`src/rtl/writeback_merge.sv`:
```
// writeback_merge: merges unstallable ALU results with buffered load results into one register-file write port.
// Define WRITEBACK_MERGE_SCOREBOARD_EN to compile in per-register pending-load tracking on busy.
module writeback_merge #(
  parameter int FIFO_DEPTH = 4
) (
  input  logic        clk,
  input  logic        reset,
  input  logic        alu_valid,
  input  logic [4:0]  alu_rd,
  input  logic [31:0] alu_data,
  input  logic        ld_valid,
  output logic        ld_ready,
  input  logic [4:0]  ld_rd,
  input  logic [31:0] ld_data,
  input  logic        issue_valid,
  input  logic [4:0]  issue_rd,
  output logic [31:0] busy,
  output logic [4:0]  a3,
  output logic [31:0] write_data,
  output logic        write_enable
);
  localparam int AW = $clog2(FIFO_DEPTH);
  logic [4:0]  rd_mem   [FIFO_DEPTH];
  logic [31:0] data_mem [FIFO_DEPTH];
  logic [AW-1:0] head, tail;
  logic [AW:0]   count;
  logic push, pop;
  logic [4:0] head_rd;
  assign ld_ready = count != (AW+1)'(FIFO_DEPTH);
  assign push     = ld_valid && ld_ready;
  assign pop      = !alu_valid && count != '0;
  assign head_rd  = rd_mem[head];
  always_ff @(posedge clk)
    if (push && !reset) begin
      rd_mem[tail]   <= ld_rd;
      data_mem[tail] <= ld_data;
    end
  always_ff @(posedge clk)
    if (reset) begin
      head         <= '0;
      tail         <= '0;
      count        <= '0;
      a3           <= '0;
      write_data   <= '0;
      write_enable <= 1'b0;
    end else begin
      head         <= head + AW'(pop);
      tail         <= tail + AW'(push);
      count        <= count + (AW+1)'(push) - (AW+1)'(pop);
      write_enable <= alu_valid ? alu_rd != '0 : pop && head_rd != '0;
      if (alu_valid) begin
        a3         <= alu_rd;
        write_data <= alu_data;
      end else if (pop) begin
        a3         <= head_rd;
        write_data <= data_mem[head];
      end
    end
`ifdef WRITEBACK_MERGE_SCOREBOARD_EN
  // set is OR-ed after the clear so a same-cycle issue keeps the bit pending
  always_ff @(posedge clk)
    if (reset) busy <= '0;
    else busy <= ((busy & ~(pop ? 32'(1) << head_rd : '0))
                 | (issue_valid ? 32'(1) << issue_rd : '0)) & ~32'h1;
`else
  logic unused_issue;
  assign unused_issue = ^{issue_valid, issue_rd};
  assign busy = '0;
`endif
endmodule

```
`config.mk`:
```
export PLATFORM = sky130hd
export DESIGN_NAME = writeback_merge
export DESIGN_NICKNAME = d
export VERILOG_FILES = /design/src/rtl/writeback_merge.sv
export SDC_FILE = /design/constraint.sdc
export NUM_CORES = 1
export LEC_CHECK = 0
export CORE_AREA = 3 3 128 130
export DETAILED_ROUTE_END_ITERATION = 8
export DIE_AREA = 0 0 131 133
export PLACE_DENSITY = 0.77
export SETUP_SLACK_MARGIN = 0.2
export SYNTH_ARGS = -nofsm -noshare
export SYNTH_HDL_FRONTEND = slang
export SYNTH_SLANG_ARGS = --single-unit
```
`constraint.sdc`:
```
create_clock -name clk -period 6.8 [get_ports clk]
set_input_delay 1.7 -clock clk [delete_from_list [all_inputs] [get_ports clk]]
set_output_delay 1.7 -clock clk [all_outputs]
set_load 0.05 [all_outputs]
```
After elaboration in Yosys (flattened, before gate mapping)
Memories as Yosys holds them, arrays and structs flattened. A register that Yosys moved wholly into a read port is not among the register bits.
Index checks and enable logic that the tools add are counted.

operators by class
  mux-type cells = 9
  add/sub/neg operators = 4
  reductions and logical operators = 10
  equal/unequal tests = 1

operators with widths
  operator                                       number
  2-to-1 mux 32 bit                              2
  2-to-1 mux 5 bit                               2
  nonzero test 5 bit                             2
  adder 2 x 1 -> 2 bit                           2
  logical AND 1 bit                              4
  2-to-1 mux 2 bit                               2
  adder 3 x 1 -> 3 bit                           1
  2-to-1 mux 1 bit                               3
  inequality test 3 bit (second input constant)  1
  nonzero test 3 bit                             1
  subtractor 3 x 1 -> 3 bit                      1
  zero test 1 bit                                2
  nonzero test 2 bit                             1

storage, ports and cells
  memories = 2
  logic and storage cells = 32
  RAM bits = 148
  bits in registers = 45
  output and inout bits = 71

memory list
  memory    depth  bits a word  rd ports  clocked after Yosys merged registers in  write ports  line  source
  data_mem  4      32           1         1                                        1            24    logic [31:0] data_mem [FIFO_DEPTH];
  rd_mem    4      5            1         1                                        1            23    logic [4:0] rd_mem [FIFO_DEPTH];

Longest topological paths before layout
  depth in word-level cells = 5
  mapped depth = 9

Least setup slack after synthesis
OpenSTA, ideal clock, no wires.

  path type = input-to-reg
  from = in reset
  to = mem data_mem[1][0], enable pin
  path slack = 466 ps
  arrival time = 5797 ps
  stages = 2
  path buffers = 1
  required time = 6263 ps
  cells stage by stage = clkbuf_1 > nor4b_1

between the ends
  cells in the longest elaborated chain, start to end = 4

ends and longest elaborated chain
  what                                    line  source
  start, declared                         7     input logic reset,
  zero test 1 bit                         34    if (push && !reset) begin
  logical AND 1 bit                       34
  2-to-1 mux 1 bit                        34
  2-to-1 mux 1 bit (implied by the code)  36    data_mem[tail] <= ld_data;
  end, declared                           24

Every way passes these cells.

Final worst setup path
  from = in ld_valid
  to = mem data_mem[2][12], enable pin

between the ends
  cells in the longest elaborated chain, start to end = 4

ends and longest elaborated chain
  what                                    line  source
  start, declared                         11    input logic ld_valid,
  logical AND 1 bit                       30    assign push = ld_valid && ld_ready;
  logical AND 1 bit                       34
  2-to-1 mux 1 bit                        34
  2-to-1 mux 1 bit (implied by the code)  36

Every way passes these cells.

==> results.sh <==
export IMPL_clk_latency_ns=0.42
export IMPL_drt_iter0_markers=288
export IMPL_min_path_type="register to register"
export IMPL_status="finished, final reports clean"
export IMPL_synth_cell_types=28
export IMPL_cp_max_fo=32
export IMPL_cts_tree="done"
export IMPL_min_path_cells=2
export IMPL_cts_root_buffer="clkbuf_16"
export IMPL_timing_final_crit_share_pct=53.5
export IMPL_hold_violations=0
export IMPL_fin_crit_ns=3.64
export IMPL_drv_slew=0
export IMPL_grt_pass1_wl_um=23800
export IMPL_die_area_um2=17400
export IMPL_finClkSkew_ns=0.00625
export IMPL_hp_start="write_data[2]"
export IMPL_dpl_worst_slack_ns=2.70
export IMPL_gr_usage_all_layers_pct=18.3
export IMPL_finalSetupTns_ns=0
export IMPL_cts_sinks=193
export IMPL_design_area_um2=9480
export IMPL_ioPinCount=155
export IMPL_synth_area_um2=7660
export IMPL_rr_worst_depth=5
export IMPL_hold_ws_ns=0.551
export IMPL_crit_slowest_cell="nor4b_2"
export IMPL_gp_congestion=0.727
export IMPL_first_pass_iters=4
export IMPL_rr_endpoint="data_mem[2][12]"
export IMPL_via_count=4352
export IMPL_slew_headroom_pct=33.2
export IMPL_detail_route_drc_violations=0
export IMPL_clock_path_buffers=2
export IMPL_routed_wl_um=15200
export IMPL_grt_max_degree=78
export IMPL_areaGrowthSynthToFinish_pct=23.8
export IMPL_post_route_util_pct=62.1
export IMPL_vias_per_cell=5.33
export IMPL_gr_total_overflow=0
export IMPL_syn_inst=476
export IMPL_power_mw=3.34
export IMPL_crit_arrival_ns=3.70
export IMPL_post_cts_resized=0
export IMPL_antenna_found_initial=0
export IMPL_syn_area_per_cell_um2=16.1
export IMPL_cp_start_kind="input pin"
export IMPL_clkTransAtPathRegs_ns=0.07
export IMPL_power_density_nw_per_um2=352
export IMPL_drive_gt1_share_pct=14.4
export IMPL_first_global_vias=4541
export IMPL_final_common_cell="edfxtp_1"
export IMPL_rrSetupSlack_ns=4.19
export IMPL_max_freq_mhz=275
export IMPL_numCtsBuffers=17
export IMPL_nets=679
export IMPL_fp_dieW_um=131
export IMPL_rsz0062_at_grt="false"
export IMPL_synth_warnings=0
export IMPL_worst_pin_slew_ns=1.00
export IMPL_htreeDepth=4
export IMPL_yosysSeqAreaShare_pct=69.8
export IMPL_portBuffers=116
export IMPL_antennaDiodeCount=0
export IMPL_maxCapViolations=0
export IMPL_core_um2=15300
export IMPL_fin_cells=816
export IMPL_crit_type="input pin to register"
export IMPL_wl_per_cell_um=18.6
export IMPL_max_stage_delay_ns=0.73
export IMPL_initial_core_util_pct=50.2
export IMPL_layout_setup_ws_ns=3.16
export IMPL_worst_setup_path_end_kind="register"
export IMPL_num_rows=45
export IMPL_holdBufCountCts=0
export IMPL_dp_hpwl_um=9650
export IMPL_placedInstanceArea_um2=8910
export IMPL_cts_setup_buffers=0
export IMPL_leakagePower_nw=3.30
export IMPL_ys_seq_elements=193
export IMPL_die_h_um=133
export IMPL_drtAntennaViolNets=0
export IMPL_most_common_layout_cells="edfxtp_1 (148), clkdlybuf4s50_1 (114), dfxtp_1 (43), nand2_1 (40), inv_1 (40)"
export IMPL_min_to="write_data[2]"
export IMPL_crit_chain="clkdlybuf4s50_1, nand2_1, nor4b_2, buf_4"
export IMPL_dpl_cell_count=784
export IMPL_timing_rr_start="count[1]"
export IMPL_finalSetupViolCount=0
export IMPL_crit_required_ns=6.86
export IMPL_irDropWorstVdd_mv=0.244
==> flip-flops by register name, indices dropped and copies added, names as in the netlist <==
name and count:
write_data 32, a3 5, rd_mem 20, count 3
head 2, tail 2, data_mem 128, write_enable 1
==> report_power, final <==
group	switching (mW)	internal [mW]	leakage [nW]
Clock	0.401	0.561	0.273
Sequential	0.0992	1.38	1.72
Combinational	0.529	0.366	1.31
Total	1.03	2.31	3.30
==> critical path, delay by kind of cell <==
family,cells,cell delay (ns)
buf+inv,2,1.03
simple gates,2,0.96
==> synthesized netlist by cell type (all sizes together) <==
cell type / n / area share [%]
or4: 1 / 0.098
a21oi: 37 / 2.4
mux4: 37 / 11
nand2: 40 / 2.0
inv: 40 / 2.0
o21ai: 1 / 0.065
nor3: 1 / 0.13
clkbuf: 15 / 0.74
edfxtp: 148 / 58
nor3b: 1 / 0.098
a221oi: 38 / 4.7
or3: 1 / 0.082
nor4bb: 1 / 0.13
ha: 2 / 0.33
nor4b: 2 / 0.23
fa: 1 / 0.26
nor2b: 4 / 0.33
dfxtp: 45 / 12
nor4: 2 / 0.16
xnor2: 6 / 0.69
nor2: 6 / 0.29
conb: 1 / 0.049
buf: 46 / 4.6
==> per-layer routing <==
metal / track usage, % / share of wire, % / vias up
met5: 0 / 0 / -
met4: 6.80 / 1.6 / 0
met3: 5.21 / 6.5 / 22
met2: 30.5 / 52 / 159
met1: 22.7 / 40 / 2190
li1: - / - / 1981
==> area by class of cell <==
type	count	area [um2]
clock buffer	23	468
timing repair buffer	127	1230
fill	1097	5780
tap	211	264
sequential	193	5350
multi-input combinational	213	1910
clock inverter	9	108
inverter	40	150
==> cells by family after synthesis <==
logic type      after synthesis  synth area share [%]
compound gates               76                  7.16
xor+xnor                      6                 0.686
fa+ha+maj                     3                 0.588
buf+inv                     101                  7.29
flops                       193                  69.8
mux                          37                  10.9
other cells                   1                0.0490
simple gates                 59                  3.51
==> worst max path at each step <==
stage / startpoint / endpoint / slack [ns] / cells after the start
2_1_floorplan: reset / data_mem[1][0] / 0.47 / 2
3_3_place_gp: ld_valid / data_mem[2][1] / 2.74 / 4
3_5_place_dp: ld_valid / data_mem[2][6] / 2.70 / 4
4_1_cts: count[1] / ld_ready / 3.14 / 3
5_1_grt: ld_valid / data_mem[2][7] / 3.05 / 4
6_report: ld_valid / data_mem[2][12] / 3.16 / 4
No activity file was read; power rests on OpenSTA's default activity.
